===== config.mk =====
export PLATFORM = sky130hd
export DESIGN_NAME = noc_input_port_flat
export DESIGN_NICKNAME = d
export VERILOG_FILES = /design/src/rtl/noc_pkg.sv /design/src/rtl/noc_input_port_if.sv /design/src/rtl/flit_fifo.sv /design/src/rtl/noc_input_port.sv /design/src/flat_wrapper.sv
export SDC_FILE = /design/constraint.sdc
export NUM_CORES = 1
export LEC_CHECK = 0
export CORE_MARGIN = 2
export CORE_UTILIZATION = 45
export CTS_BUF_LIST = sky130_fd_sc_hd__clkbuf_4
export DETAILED_ROUTE_END_ITERATION = 16
export GPL_TIMING_DRIVEN = 1
export PLACE_DENSITY = 0.68
export SLEW_MARGIN = 20
export SYNTH_ARGS = -nofsm -noshare
export SYNTH_HDL_FRONTEND = slang
export SYNTH_HIERARCHICAL = 1
export SYNTH_SLANG_ARGS = --single-unit

===== constraint.sdc =====
create_clock -name clk -period 5.7 [get_ports clk]
set_input_delay 1.71 -clock clk [delete_from_list [all_inputs] [get_ports clk]]
set_output_delay 1.71 -clock clk [all_outputs]
set_load 0.05 [all_outputs]

===== src/rtl/noc_pkg.sv =====
// noc_pkg: flit type codes, port indices, input-port FSM states and XY routing shared across the router
package noc_pkg;
  localparam logic [1:0] FT_BODY = 2'b00, FT_HEAD = 2'b01, FT_TAIL = 2'b10, FT_SINGLE = 2'b11;
  localparam logic [2:0] LOCAL = 3'd0, NORTH = 3'd1, EAST = 3'd2, SOUTH = 3'd3, WEST = 3'd4;
  typedef enum logic [1:0] {S_IDLE, S_REQUEST, S_SEND} state_t;
  function automatic logic [2:0] xy_route(input int unsigned dx, dy, x_id, y_id);
    return dx > x_id ? EAST : dx < x_id ? WEST : dy > y_id ? NORTH : dy < y_id ? SOUTH : LOCAL;
  endfunction
endpackage


===== src/rtl/noc_input_port_if.sv =====
// noc_input_port_if: upstream flit handshake plus arbiter request/grant and crossbar handshake
interface noc_input_port_if #(parameter int DATA_W = 32);
  logic              in_valid;
  logic [DATA_W+1:0] in_flit;
  logic              in_ready;
  logic [4:0]        request;
  logic [4:0]        grant;
  logic              out_valid;
  logic [DATA_W+1:0] out_flit;
  logic              out_ready;
  logic              drop_err;
  modport master (output in_valid, in_flit, grant, out_ready,
                  input  in_ready, request, out_valid, out_flit, drop_err);
  modport slave  (input  in_valid, in_flit, grant, out_ready,
                  output in_ready, request, out_valid, out_flit, drop_err);
endinterface


===== src/rtl/flit_fifo.sv =====
// flit_fifo: circular flit buffer with occupancy counter and pointers wrapping modulo DEPTH
module flit_fifo #(
  parameter int W     = 34,
  parameter int DEPTH = 4
) (
  input  logic         clk,
  input  logic         reset,
  input  logic         i_push,
  input  logic         i_pop,
  input  logic [W-1:0] i_din,
  output logic         o_full,
  output logic         o_empty,
  output logic [W-1:0] o_head
);
  localparam int AW = $clog2(DEPTH);
  localparam int CW = $clog2(DEPTH + 1);
  logic [W-1:0]  r_mem [DEPTH];
  logic [AW-1:0] r_wp, r_rp;
  logic [CW-1:0] r_cnt;
  // Storage needs no reset; only pointers and count define validity
  always_ff @(posedge clk)
    if (i_push) r_mem[r_wp] <= i_din;
  // Pointers wrap explicitly so non-power-of-two depths work
  always_ff @(posedge clk)
    if (reset) begin
      r_wp  <= '0;
      r_rp  <= '0;
      r_cnt <= '0;
    end else begin
      if (i_push) r_wp <= r_wp == AW'(DEPTH - 1) ? '0 : r_wp + 1'b1;
      if (i_pop) r_rp <= r_rp == AW'(DEPTH - 1) ? '0 : r_rp + 1'b1;
      r_cnt <= r_cnt + CW'(i_push) - CW'(i_pop);
    end
  assign o_full  = r_cnt == CW'(DEPTH);
  assign o_empty = r_cnt == '0;
  assign o_head  = r_mem[r_rp];
endmodule


===== src/rtl/noc_input_port.sv =====
// noc_input_port: buffers wormhole flits, XY-routes each head and forwards the packet under arbiter grant
module noc_input_port
  import noc_pkg::*;
#(
  parameter int          DATA_W  = 32,
  parameter int          COORD_W = 3,
  parameter int          DEPTH   = 4,
  parameter int unsigned X_ID    = 0,
  parameter int unsigned Y_ID    = 0
) (
  input logic              clk,
  input logic              reset,
  noc_input_port_if.slave  p
);
  localparam int FW = DATA_W + 2;
  state_t        r_state, w_state_nxt;
  logic [2:0]    r_route, w_route_nxt;
  logic          w_full, w_empty, w_push, w_pop, w_valid, w_xfer, w_drop;
  logic [FW-1:0] w_head;
  logic [1:0]    w_type;
  assign w_type = w_head[FW-1:DATA_W];
  assign w_push = p.in_valid && !w_full;
  flit_fifo #(.W(FW), .DEPTH(DEPTH)) u_fifo (
    .clk(clk), .reset(reset), .i_push(w_push), .i_pop(w_pop), .i_din(p.in_flit),
    .o_full(w_full), .o_empty(w_empty), .o_head(w_head)
  );
  // Packet state and the output chosen by the current packet's head
  always_ff @(posedge clk)
    if (reset) begin
      r_state <= S_IDLE;
      r_route <= LOCAL;
    end else begin
      r_state <= w_state_nxt;
      r_route <= w_route_nxt;
    end
  // Handshakes, orphan-flit dropping and next state; mid-packet heads are forwarded unrouted
  always_comb begin
    w_valid      = r_state != S_IDLE && !w_empty && p.grant[r_route];
    w_xfer       = w_valid && p.out_ready;
    w_drop       = r_state == S_IDLE && !w_empty && !w_type[0];
    w_pop        = w_xfer || w_drop;
    p.in_ready   = !w_full;
    p.out_flit   = w_head;
    p.out_valid  = w_valid;
    p.drop_err   = w_drop;
    p.request    = r_state == S_IDLE ? 5'b0 : 5'b1 << r_route;
    w_state_nxt  = r_state;
    w_route_nxt  = r_route;
    if (r_state == S_IDLE && !w_empty && w_type[0]) begin
      w_state_nxt = S_REQUEST;
      w_route_nxt = xy_route(32'(w_head[COORD_W-1:0]), 32'(w_head[2*COORD_W-1:COORD_W]), X_ID, Y_ID);
    end else if (r_state == S_REQUEST && w_xfer)
      w_state_nxt = w_type == FT_SINGLE ? S_IDLE : S_SEND;
    else if (r_state == S_SEND && w_xfer && w_type == FT_TAIL)
      w_state_nxt = S_IDLE;
  end
endmodule


===== src/flat_wrapper.sv =====
// flat-port wrapper written by rule: the top's interface ports become plain ports
module noc_input_port_flat import noc_pkg::*;
#(
  parameter int          DATA_W  = 32,
  parameter int          COORD_W = 3,
  parameter int          DEPTH   = 4,
  parameter int unsigned X_ID    = 0,
  parameter int unsigned Y_ID    = 0
)
  (clk, reset, p_in_valid, p_in_flit, p_grant, p_out_ready, p_in_ready, p_request, p_out_valid, p_out_flit, p_drop_err);
  noc_input_port_if #(.DATA_W(DATA_W)) p_i ();
  input logic clk;
  input logic reset;
  input wire logic [$bits(p_i.in_valid)-1:0] p_in_valid;
  input wire logic [$bits(p_i.in_flit)-1:0] p_in_flit;
  input wire logic [$bits(p_i.grant)-1:0] p_grant;
  input wire logic [$bits(p_i.out_ready)-1:0] p_out_ready;
  output wire logic [$bits(p_i.in_ready)-1:0] p_in_ready;
  output wire logic [$bits(p_i.request)-1:0] p_request;
  output wire logic [$bits(p_i.out_valid)-1:0] p_out_valid;
  output wire logic [$bits(p_i.out_flit)-1:0] p_out_flit;
  output wire logic [$bits(p_i.drop_err)-1:0] p_drop_err;
  assign p_i.in_valid = p_in_valid;
  assign p_i.in_flit = p_in_flit;
  assign p_i.grant = p_grant;
  assign p_i.out_ready = p_out_ready;
  assign p_in_ready = p_i.in_ready;
  assign p_request = p_i.request;
  assign p_out_valid = p_i.out_valid;
  assign p_out_flit = p_i.out_flit;
  assign p_drop_err = p_i.drop_err;
  noc_input_port #(.DATA_W(DATA_W), .COORD_W(COORD_W), .DEPTH(DEPTH), .X_ID(X_ID), .Y_ID(Y_ID)) u_core (.clk(clk), .reset(reset), .p(p_i));
endmodule

======== Yosys cells after proc, flatten, opt, wreduce, memory -nomap -nowiden ========
Memories as Yosys holds them, arrays and structs flattened. A register that Yosys moved wholly into a read port is not among the register bits.
Cells that the tools add are included.
word-level totals
  bits in latches ......................... 0
  logic and storage cells ................. 57
  bits of input ports ..................... 43
  memories kept ........................... 1
  ROM bits ................................ 0
  memory bits (writable) .................. 136
  register bits ........................... 12
  output and inout port bits .............. 42
operators by class
  equal/unequal tests ..................... 7
  reductions and logical operators ........ 20
  multiply operators ...................... 0
  muxes and demuxes ....................... 15
  shift operators ......................... 1
  $lt $le $gt $ge ......................... 3
  bitwise gates (word level) .............. 0
  divide/modulo/power cells ............... 0
  $add $sub $neg .......................... 4
memories
  memory               depth  bits a word  read ports  clocked after memory_dff  wr ports  line             text
  u_core.u_fifo.r_mem  4      34           1           1                         1         flit_fifo.sv:17  logic [W-1:0] r_mem [DEPTH];
operators by type and width
  operator                                                              count
  2-bit 2-to-1 mux                                                      7
  2-bit == test, second input constant                                  5
  1-bit logical AND                                                     10
  3-bit by 1-bit > comparator with 1-bit output, second input constant  2
  1-bit 2-to-1 mux                                                      5
  5-bit 2-to-1 mux                                                      1
  1-bit by 3-bit << shifter with 5-bit output, first input constant     1
  2-bit by 1-bit adder with 2-bit output, second input constant         2
  3-bit by 4-bit < comparator with 1-bit output, second input constant  1
  2-bit nonzero test                                                    2
  3-bit by 1-bit adder with 3-bit output                                1
  1-bit binary-select mux with 3-bit select                             1
  3-bit == test, second input constant                                  1
  1-bit logical NOT                                                     3
  3-bit logical NOT                                                     1
  3-bit 2-to-1 mux                                                      1
  3-bit nonzero test                                                    1
  3-bit by 1-bit subtractor with 3-bit output                           1
  2-bit by 1-bit == test with 1-bit output, second input constant       1
  2-bit logical NOT                                                     1
  2-bit OR reduction                                                    1
  1-bit logical OR                                                      1

======== Logic depth before layout (Yosys ltp) ========
  depth in word-level cells ............... 10
  depth in mapped cells ................... 11
  depth with buffers taken out ............ 9

======== Cells and area by module ========
The synthesis kept the hierarchy.
modules (own cells, without submodules)
  module          cells each  instances  sequential area each (um^2)  area each (um^2)
  flit_fifo       221         1          4,264.1                      5,408.9
  noc_input_port  35          1          80.1                         316.6

======== Least setup slack after synthesis ========
No wires, ideal clock.
  path kind ............................... input to output
  from .................................... input p_grant[1]
  to ...................................... output p_out_valid
  data required time ...................... 3.990 ns
  path slack .............................. 1.496 ns
  data arrival time ....................... 2.494 ns
  stages on the path ...................... 2
  cell sequence ........................... mux4_2 -> nor3b_4
between the ends
  longest elaborated chain between the ends .. 3
ends and longest elaborated chain
  element                                    line                  text
  from (decl)                                flat_wrapper.sv:16    input wire logic [$bits(p_i.grant)-1:0] p_grant;
  1-bit binary-select mux with 3-bit select  noc_input_port.sv:38  w_valid = r_state != S_IDLE && !w_empty && p.grant[r_route];
  1-bit 2-to-1 mux (implied by the code)     noc_input_port.sv:38
  1-bit logical AND                          noc_input_port.sv:38
  to (decl)                                  flat_wrapper.sv:20    output wire logic [$bits(p_i.out_valid)-1:0] p_out_valid;
No other way between the ends. The select of a mux whose other input is x is not followed.

======== Worst setup path after layout ========
  from .................................... input p_grant[3]
  to ...................................... output p_out_valid
The elaborated chain is that of the path after synthesis.

==> flow_metrics.py <==
metrics = {
    "drt": {
        "vias": 2732,
        "wl_per_cell_um": 18.4,
        "dr.pass1.iters": 4,
        "drt-vias-per-instance": 5.11,
        "antenna_left": 0,
        "finalWirelength_um": 9860,
        "dr.first_iter.drc_count": 176,
        "drcViolationCount": 0,
    },
    "place": {
        "gp_congestion": 0.753,
        "hpwl_um": 5850,
        "place_area_um2": 6690,
        "dp.cells": 503,
        "port_buffers": 82,
    },
    "cts": {
        "path_clk_slew_ns": 0.12,
        "clock-sinks": 149,
        "cts_made_buffers": 17,
        "cts-root-buf": "clkbuf_4",
        "cts_hold_buf": 0,
        "htree_levels": 4,
        "insertion_delay_ns": 0.53,
        "cts_tree": "yes",
        "post_cts_buffers": 0,
        "postCtsResizedCells": 0,
        "cts_max_path_buffers": 2,
    },
    "flow_run": {
        "cap_violations": 0,
    },
    "sta": {
        "fmax_ghz": 0.190,
        "setup_violations": 0,
        "finalHoldViolations": 0,
        "rsz0062_at_grt": "no",
        "finalSetupTns_ns": 0,
        "period_share": 0.924,
        "slew_headroom": 0.328,
        "slew_viol_final": 0,
        "fin_crit_ns": 5.27,
        "fin_worst_skew_ns": 0.0161,
        "worstMarginPinSlew_ns": 1.01,
    },
    "die": {
        "dieArea_um2": 13600,
        "die_y_um": 117,
        "ios": 85,
        "core_um2": 12500,
        "start_util": 0.457,
        "rows": 41,
        "die_w_um": 117,
    },
    "synthesis": {
        "yosys_warnings": 6,
        "avgSynthCellArea_um2": 22.4,
        "synth_fp_nets": 307,
        "synth-seq-cells": 149,
        "yosysSeqAreaShare": 0.759,
        "synth_area_um2": 5730,
        "yosysUniqueCellTypes": 37,
        "post_synth_inst_count": 256,
    },
    "worst_setup_path": {
        "cp_data_arrival_time_ns": 3.56,
        "slowest_delay_ns": 0.73,
        "endpoint_kind": "output port",
        "cpMostUsedCell": "clkdlybuf4s50_1",
        "cp_slowest_cell": "clkdlybuf4s50_1",
        "startpoint": "p_grant[3]",
        "path_class": "input pin to output port",
        "crit_required_ns": 3.99,
        "path_max_fanout": 3,
        "path_cells": "clkdlybuf4s50_1 -> mux4_2 -> nor3b_4 -> clkdlybuf4s50_1",
        "worst-path-buf-inv": 2,
        "cp-start-kind": "input pin",
        "cp_top_family": "buffers and inverters",
    },
    "power": {
        "leakagePower_nw": 2.23,
        "peakVddDrop_mv": 0.350,
        "totalPowerFinal_mw": 3.31,
        "p_per_area_nw_per_um2": 478,
    },
    "global_routing": {
        "track_usage": 0.158,
        "grt_overflow": 0,
        "grt_pass1_wl_um": 15300,
        "grt_max_degree": 35,
        "antenna_found_initial": 0,
        "first_global_vias": 2875,
    },
    "finish": {
        "final_area_um2": 6920,
        "drive_gt1_frac": 0.212,
        "area_growth_pct": 20.9,
        "mostFrequentLayoutCells": "edfxtp_1 (136), clkdlybuf4s50_1 (82), mux4_2 (31)",
        "n_fill_cell": 1007,
        "layout_commonest_cell": "edfxtp_1",
        "fin_nets": 401,
        "finalNonFillerCells": 535,
        "antennaDiodeCount": 0,
    },
    "outcome": {
        "outcome": "completed",
    },
    "hold_path": {
        "hp-class": "register to register",
        "worstHoldStart": "u_core/u_fifo/r_rp[0]$_SDFFE_PP0P_",
    },
}
-- metrics by stage --
step | hold slack, ns | utilization | setup WS, ns
2_1_floorplan | 0.469 | - | 1.50
3_3_place_gp | 0.491 | 0.534 | 0.455
3_5_place_dp | 0.504 | 0.534 | 0.442
4_1_cts | 0.513 | 0.553 | 0.426
5_1_grt | 0.549 | 0.553 | 0.396
6_report | 0.513 | 0.553 | 0.431
-- final timing paths --
| check | to | slack [ns] | cells after the start |
|---|---|---|---|
| setup / recovery | p_out_valid | 0.43 | 4 |
| setup reg to reg | u_core/u_fifo/r_cnt[2]$_SDFF_PP0_ | 2.61 | 9 |
| hold / removal | register | 0.51 | 2 |
| hold reg to reg | register | 0.51 | 2 |
-- routing by layer --
| metal | GRT usage | vias up | part of all wire |
|---|---|---|---|
| met3 | 0.0582 | 10 | 0.064 |
| met2 | 0.262 | 87 | 0.51 |
| met1 | 0.194 | 1389 | 0.42 |
| met5 | 0 | - | 0 |
| li1 | - | 1246 | - |
| met4 | 0.0541 | 0 | 0.011 |
-- worst register-to-register path, cell delays in order (launching register included) --
cell	delay (ns)
dfxtp_2	0.74
mux4_2	0.66
nor3_1	0.26
a21o_2	0.19
ha_1	0.14
inv_1	0.04
ha_1	0.19
fa_1	0.36
xor3_1	0.37
nor2_1	0.04
-- cells by family after synthesis --
family          synth area share
compound gates            0.0144
simple gates              0.0372
flops                      0.759
buf+inv                   0.0223
mux                        0.144
fa+ha+maj                 0.0188
other cells             0.000655
xor+xnor                 0.00415
-- power breakdown --
part | internal (mW) | leakage [nW] | switching [mW]
registers | 1.32 | 1.35 | 0.0859
clock network | 0.175 | 0.126 | 0.378
logic | 0.541 | 0.755 | 0.808
total | 2.03 | 2.23 | 1.27
-- registers in the layout, summed over array words and instances, names as in the netlist, named ones only --
register,cells
u_core/u_fifo/r_rp,2
u_core/r_state,2
u_core/u_fifo/r_wp,2
u_core/u_fifo/r_cnt,3
u_core/r_route,2
u_core/u_fifo/r_mem,136
-- area by class of cell --
type / instances / area [um2] / area share
well taps: 172 / 215 / 0.0311
clock buffers: 17 / 128 / 0.0184
flip-flops and latches: 149 / 4350 / 0.628
multi-input cells: 90 / 1260 / 0.182
clock inverters: 15 / 106 / 0.0154
repair buffers: 84 / 836 / 0.121
inverters: 8 / 30.0 / 0.00434
-- synth_stat cells (all sizes together) --
cell type,n,area [um2]
edfxtp,136,4080
mux4,35,803
dfxtp,13,260
buf,8,93.8
inv,8,30.0
ha,7,87.6
nor2,7,26.3
nor2b,5,31.3
and2,4,25.0
nor3,4,20.0
a21oi,3,15.0
nor3b,3,33.8
and3,2,13.8
mux2i,2,20.0
nand2b,2,12.5
or3b,2,17.5
a211oi,1,7.51
a21o,1,8.76
a311oi,1,15.0
a31oi,1,6.26
a41o,1,11.3
clkbuf,1,3.75
conb,1,3.75
fa,1,20.0
nand2,1,3.75
nor4b,1,15.0
o211a,1,10.0
o311ai,1,8.76
or2,1,6.26
or2b,1,7.51
xor3,1,23.8
(Power assumes the default switching activity.)
